===== src/rtl/pipe_skid_reg.sv =====
// Elastic pipeline stage: valid/ready handshake with a two-entry skid buffer,
// squash of all held entries and a saturating back-pressure cycle counter.
module pipe_skid_reg #(
  parameter int unsigned WIDTH = 32,
  parameter int unsigned CNT_W = 16
) (
  input  logic             clk,
  input  logic             rst_n,
  input  logic             squash,
  input  logic             in_valid,
  output logic             in_ready,
  input  logic [WIDTH-1:0] in_data,
  output logic             out_valid,
  input  logic             out_ready,
  output logic [WIDTH-1:0] out_data,
  input  logic             cnt_clr,
  output logic [CNT_W-1:0] stall_cnt
);

  typedef enum logic [1:0] {StEmpty, StOne, StFull} state_e;

  state_e             state_q, state_d;
  logic [WIDTH-1:0]   main_q, main_d;
  logic [WIDTH-1:0]   skid_q, skid_d;
  logic [CNT_W-1:0]   stall_cnt_q, stall_cnt_d;
  logic               in_fire, out_fire;

  // Both handshake outputs decode the state register only, so in_ready has no
  // combinational dependence on out_ready.
  assign out_valid = (state_q != StEmpty);
  assign in_ready  = (state_q != StFull);
  assign out_data  = main_q;
  assign stall_cnt = stall_cnt_q;

  assign in_fire  = in_valid & in_ready;
  assign out_fire = out_valid & out_ready;

  always_comb begin
    state_d = state_q;
    main_d  = main_q;
    skid_d  = skid_q;
    if (squash) begin
      state_d = StEmpty;
    end else begin
      unique case (state_q)
        StEmpty: begin
          if (in_fire) begin
            state_d = StOne;
            main_d  = in_data;
          end
        end
        StOne: begin
          if (in_fire && out_fire) begin
            main_d = in_data;
          end else if (in_fire) begin
            state_d = StFull;
            skid_d  = in_data;
          end else if (out_fire) begin
            state_d = StEmpty;
          end
        end
        StFull: begin
          if (out_fire) begin
            state_d = StOne;
            main_d  = skid_q;
          end
        end
        default: state_d = StEmpty;
      endcase
    end
  end

  always_comb begin
    stall_cnt_d = stall_cnt_q;
    if (cnt_clr) begin
      stall_cnt_d = '0;
    end else if (out_valid && !out_ready && (stall_cnt_q != {CNT_W{1'b1}})) begin
      stall_cnt_d = stall_cnt_q + CNT_W'(1);
    end
  end

  always_ff @(posedge clk or negedge rst_n) begin
    if (!rst_n) begin
      state_q     <= StEmpty;
      main_q      <= '0;
      skid_q      <= '0;
      stall_cnt_q <= '0;
    end else begin
      state_q     <= state_d;
      main_q      <= main_d;
      skid_q      <= skid_d;
      stall_cnt_q <= stall_cnt_d;
    end
  end

endmodule


===== config.mk =====
export PLATFORM = sky130hd
export DESIGN_NAME = pipe_skid_reg
export DESIGN_NICKNAME = d
export VERILOG_FILES = /design/src/rtl/pipe_skid_reg.sv
export SDC_FILE = /design/constraint.sdc
export NUM_CORES = 1
export LEC_CHECK = 0
export CORE_ASPECT_RATIO = 0.7
export CORE_MARGIN = 2
export CORE_UTILIZATION = 25
export CTS_CLUSTER_SIZE = 40
export DETAILED_ROUTE_END_ITERATION = 16
export PLACE_DENSITY = 0.48
export SYNTH_ARGS = -nofsm -noshare
export SYNTH_HDL_FRONTEND = slang
export SYNTH_SLANG_ARGS = --single-unit

===== constraint.sdc =====
create_clock -name clk -period 3.9 [get_ports clk]
set_clock_uncertainty 0.1 [all_clocks]
set_input_delay 0.78 -clock clk [delete_from_list [all_inputs] [get_ports clk]]
set_output_delay 0.78 -clock clk [all_outputs]
set_load 0.005 [all_outputs]

==> results of run 1 <==
stage by stage:
step | hold slack (ps) | worst slack (ps) | power [µW]
after detailed placement | 381 | 655 | 1610
final | 391 | 407 | 2390
after CTS | 396 | 261 | 2440
after global placement | 374 | 704 | 1600
after global routing | 411 | 156 | 2530
after floorplan | 364 | 1780 | 1350
flip-flops by register name, summed over array words and instances (netlist names):
| name | count |
|---|---|
| out_data | 32 |
| state_q | 2 |
| skid_q | 32 |
| stall_cnt | 16 |
synthesized netlist by cell type (all sizes together):
library cell and instances:
a21oi 13, and3 1, and4 3, buf 11, clkbuf 7, dfrtp 82
ha 1, inv 2, mux2 65, mux2i 2, nand2 105, nand3 5
nand4 5, nor2 8, nor2b 2, nor4 1, o2111ai 1, o21ai 8
o21ba 1, o21bai 1, o31ai 4, o41ai 2, or2 1, or3 8
or3b 1, or4 5, xor2 2
cells by family after synthesis:
logic type	after synthesis	synth area share (%)
AND/OR/NAND/NOR	145	16.5
multiplexers	67	22.0
flip-flops	82	52.2
buffers and inverters	20	3.25
adder cells (fa/ha/maj)	1	0.319
XOR/XNOR	2	0.446
AO/OA/AOI/OAI	30	5.19
where the power goes:
group	internal, µW	switching [µW]	total [µW]
Clock	439	363	802
Sequential	1020	92.7	1110
Combinational	328	152	480
Total	1790	607	2390
per-layer routing:
layer	part of all wire, %	vias to the layer above	GRT usage, %
met5	0	-	0
met4	0.90	0	2.80
met3	5.4	9	3.74
met2	41	76	16.4
met1	53	1354	17.4
li1	-	1358	-
how the worst max path moves through the flow:
stage | start | endpoint | slack, ps
6_report | state_q[1]$_DFFE_PN0P_ | in_ready | 410
5_1_grt | state_q[1]$_DFFE_PN0P_ | in_ready | 160
4_1_cts | state_q[1]$_DFFE_PN0P_ | in_ready | 260
3_5_place_dp | state_q[1]$_DFFE_PN0P_ | in_ready | 660
3_3_place_gp | state_q[1]$_DFFE_PN0P_ | in_ready | 700
2_1_floorplan | squash | skid_q[0]$_DFFE_PN0P_ | 1780
critical path, cell delays in order (launching register included):
cell and delay [ps]:
sky130_fd_sc_hd__dfrtp_1 460, sky130_fd_sc_hd__nor2b_4 720, sky130_fd_sc_hd__inv_2 500, sky130_fd_sc_hd__clkdlybuf4s50_1 570
area by class of cell:
type | count | area [µm²] | share of cell area, %
Multi-Input combinational cell | 245 | 1770 | 33.7
Sequential cell | 82 | 2050 | 39.2
Inverter | 2 | 7.51 | 0.143
Clock inverter | 6 | 51.3 | 0.979
Clock buffer | 10 | 229 | 4.37
Timing Repair Buffer | 89 | 883 | 16.9
Tap cell | 200 | 250 | 4.77
==> results.yml, run 1 <==
outcome:
  outcome: "finished clean"
placed_design:
  quantity_of_i_o_buffers_inserted_on_ports: 87
  place_inst: 618
  post-dp-hpwl_um: 6050
  dpl_cell_area_um2: 4960
  gpl.final_weighted_congestion: 0.693
worst_hold_path:
  hold_depth: 1
  min_to: "skid_q[24]$_DFFE_PN0P_"
  worstHoldPathType: "flop to flop"
  worst_hold_startpoint: "skid_q[24]$_DFFE_PN0P_"
layout:
  syn_to_final_growth_pct: 33.5
  layout-drive-gt1-share_pct: 14.1
  layout.filler_cells: 1559
  num-nets-final: 468
  finish.utilization_pct: 33.9
  antenna-diode-count: 0
  fin_area_um2: 5240
  most-common-layout-cells: "sky130_fd_sc_hd__nand2_1, sky130_fd_sc_hd__clkdlybuf4s50_1, sky130_fd_sc_hd__dfrtp_1"
  layout_commonest_cell: "sky130_fd_sc_hd__nand2_1"
  instances_no_fill: 634
routing:
  route.vias.total: 2797
  avgRoutedWirePerCell_um: 14.7
  first_iter_violations: 96
  drt_drc_violations_left: 0
  ant_nets: 0
  route.detailed.vias_per_inst: 4.41
  wl_um: 9300
  drt-pass1-iter-count: 4
power:
  power.density_cell_area_nw_per_um2: 456
  power.static_leakage_uw: 0.00233
  worst_ir_drop_vdd_v: 0.000188
clock_network:
  clock_sinks: 82
  cts.repair_timing.setup_buffer_count: 0
  clockBufferDepth: 2
  clock_tree.htree_level_count: 3
  cts_tree: "done"
  cts_made_buffers: 9
  cts.root.buffer_cell: "sky130_fd_sc_hd__clkbuf_16"
  clk_transition_reported_paths_ps: 60
  cts.repair.resized: 0
  clk_latency_ps: 330
  holdBufCountCts: 0
synthesis:
  avgSynthCellArea_um2: 11.3
  seq_area_frac_synth_pct: 52.2
  ys_warn_count: 0
  post-synth-top-area-fraction_pct: 52.2
  yosys_register_bits: 82
  synthesis.area_um2: 3930
  syn_inst: 347
  yosysUniqueCellTypes: 37
  synth.area.top_cells: "sky130_fd_sc_hd__dfrtp_1, sky130_fd_sc_hd__mux2_4, sky130_fd_sc_hd__nand2_1"
  synth_top_area_cell: "sky130_fd_sc_hd__dfrtp_1"
  synthesis.nets: 386
worst_setup_path:
  critPathKind: "flop to primary output"
  critPathCaptureType: "primary output"
  critPathMaxFanout: 34
  rr_startpoint: "stall_cnt[0]$_DFFE_PN0P_"
  worst-r2r-setup-slack_ps: 1380
  crit-reg2reg-capture: "stall_cnt[15]$_DFFE_PN0P_"
  worstPathRequired_ps: 3020
  ff2ff_path_depth: 5
  worst_setup_path_start_kind: "flop"
  critPathArrivalTime_ps: 2610
floorplan:
  effective_utilization_at_floorplan_pct: 25.4
  fp.coreArea_um2: 15500
  x_dimension_of_the_die_um: 154
  io_pins: 88
  vertical_extent_of_the_die_um: 109
  die_area_um2: 16700
  num_rows: 38
global_routing:
  globalRoute.totalOverflow: 0
  number_of_global_route_vias_before_repair: 2794
  number_of_antenna_violations_at_the_first_check_in_global_routing: 0
  grtUsageTotal_pct: 11.7
  first_pass_grt_wire_length_um: 15100
  maximum_number_of_pins_on_one_net_before_global_route_repair: 83
timing:
  fmaxAchievable_mhz: 286
  hold_violations: 0
  setup_viol_count_final: 0
  grt_setup_unrepaired: "no"
  final.min_clock_period_ps: 3490
  report.final.slew_viol_count: 0
  relSlewSlack_pct: 27.1
  final_min_period_over_clock_period_pct: 89.6
  tightestPinTransition_ps: 1090
  fin_tns_setup_ps: 0
job:
  max_capacitance_violation_total: 0
Power figures use the tool's default switching activity.
==> inputs of run 2 (changes only) <==
==> constraint.sdc (replaced) <==
create_clock -name clk -period 4.25 [get_ports clk]
set_clock_uncertainty 0.1 [all_clocks]
set_input_delay 0.85 -clock clk [delete_from_list [all_inputs] [get_ports clk]]
set_output_delay 0.85 -clock clk [all_outputs]
set_load 0.005 [all_outputs]
==> run 2 against run 1 <==
Non-clock buffer count is the same; sequential share of layout area shrank 0.056 points; core utilization hardly changed; design area grew 0.14%; flip-flop and latch count is the same; worst hold slack worse by 2.0 ps; combinational power down 8.1%; register-to-register slack better by 390 ps; clock power is 7.1% lower; routed wire length fell by 3.0%; sequential power fell by 8%.
==> results.yml, run 2 (synthesized netlist as in run 1, its figures left out) <==
outcome:
  outcome: "finished clean"
timing:
  setup_viol_count_final: 0
  report.final.slew_viol_count: 0
  final_min_period_over_clock_period_pct: 83.8
  fmaxAchievable_mhz: 281
  fin_tns_setup_ps: 0
  worst_slack_ps: 688
  relSlewSlack_pct: 27.0
  hold_violations: 0
  grt_setup_unrepaired: "no"
  hold_ws_ps: 389
  tightestPinTransition_ps: 1090
  final.min_clock_period_ps: 3560
worst_setup_path:
  critPathArrivalTime_ps: 2610
  worst_setup_path_start_kind: "flop"
  critPathCaptureType: "primary output"
  critPathKind: "flop to primary output"
  worstPathRequired_ps: 3300
  critPathMaxFanout: 34
layout:
  antenna-diode-count: 0
  layout_commonest_cell: "sky130_fd_sc_hd__nand2_1"
  most-common-layout-cells: "sky130_fd_sc_hd__nand2_1, sky130_fd_sc_hd__clkdlybuf4s50_1, sky130_fd_sc_hd__dfrtp_1"
  area.sequential_um2: 2050
  syn_to_final_growth_pct: 33.6
  finish.utilization_pct: 34.0
  num-nets-final: 468
  layout.filler_cells: 1543
  layout-drive-gt1-share_pct: 14.3
  multiInputGateArea_um2: 1770
floorplan:
  effective_utilization_at_floorplan_pct: 25.4
  io_pins: 88
  x_dimension_of_the_die_um: 154
  num_rows: 38
  die_area_um2: 16700
  vertical_extent_of_the_die_um: 109
  fp.coreArea_um2: 15500
routing:
  wl_um: 9020
  ant_nets: 0
  route.detailed.vias_per_inst: 4.35
  routed-wl-met3_um: 360
  avgRoutedWirePerCell_um: 14.2
  route.vias.total: 2761
  route.met2.wl_um: 3580
  drt-pass1-iter-count: 4
  topRoutingLayerUsed: "met4"
  drt_drc_violations_left: 0
  first_iter_violations: 117
  wl_met1_um: 5010
placed_design:
  gpl.final_weighted_congestion: 0.741
  quantity_of_i_o_buffers_inserted_on_ports: 87
  setup_slack_at_placement_ps: 926
  post-dp-hpwl_um: 6080
clock_network:
  cts_made_buffers: 9
  clk_transition_reported_paths_ps: 60
  cts_tree: "done"
  clock_tree.htree_level_count: 3
  cts.repair_timing.setup_buffer_count: 0
  cts.repair.resized: 0
  cts.root.buffer_cell: "sky130_fd_sc_hd__clkbuf_16"
  clockBufferDepth: 2
  clock_sinks: 82
  clk_latency_ps: 330
  holdBufCountCts: 0
global_routing:
  number_of_global_route_vias_before_repair: 2777
  grtUsageTotal_pct: 11.4
  number_of_antenna_violations_at_the_first_check_in_global_routing: 0
  first_pass_grt_wire_length_um: 15000
  globalRoute.totalOverflow: 0
  maximum_number_of_pins_on_one_net_before_global_route_repair: 67
power:
  worst_ir_drop_vdd_v: 0.000190
  power.density_cell_area_nw_per_um2: 420
  power.static_leakage_uw: 0.00233
job:
  max_capacitance_violation_total: 0
worst_hold_path:
  worstHoldPathType: "flop to flop"
run 2: cell counts in the layout (fill, tap and decap cells not counted):
Identical to the previous run, type by type.
run 2: metrics by stage:
stage | cells | power, µW | area, µm²
after floorplan | 347 | 1240 | 3930
after global placement | 618 | 1470 | 4960
after detailed placement | 618 | 1480 | 4960
after CTS | 634 | 2250 | 5250
after global routing | 634 | 2340 | 5250
final | 634 | 2200 | 5250
run 2: power by group:
part	internal [µW]	switching (µW)
Sequential	934	84.6
Clock	417	328
Combinational	302	139
Total	1650	551
run 2: path summary, 6_finish.rpt:
check	start	end	slack, ps	depth (start not counted)
setup / recovery	state_q[1]$_DFFE_PN0P_	in_ready	690	3
hold / removal	out_data[4]$_DFFE_PN0P_	out_data[4]$_DFFE_PN0P_	390	1
setup reg to reg	stall_cnt[0]$_DFFE_PN0P_	stall_cnt[15]$_DFFE_PN0P_	1770	5
hold reg to reg	out_data[4]$_DFFE_PN0P_	out_data[4]$_DFFE_PN0P_	390	1
max in group asynchronous	rst_n	skid_q[20]$_DFFE_PN0P_	2730	2
min in group asynchronous	rst_n	out_data[2]$_DFFE_PN0P_	520	1
run 2: critical path: stages (launching register included):
cell and delay [ps]:
sky130_fd_sc_hd__dfrtp_1 460, sky130_fd_sc_hd__nor2b_4 720, sky130_fd_sc_hd__inv_2 490, sky130_fd_sc_hd__clkdlybuf4s50_1 570
run 2: cell type report:
| cell class | count | share of cell area, % |
|---|---|---|
| inverters | 2 | 0.143 |
| multi-input cells | 245 | 33.7 |
| flip-flops and latches | 82 | 39.1 |
| well taps | 200 | 4.77 |
| clock inverters | 6 | 0.930 |
| clock buffers | 10 | 4.55 |
| repair buffers | 89 | 16.8 |
run 2: layer usage:
layer	up-vias	GRT usage, %
li1	1360	-
met1	1322	17.1
met2	72	15.8
met3	7	3.50
met4	0	2.87
met5	-	0
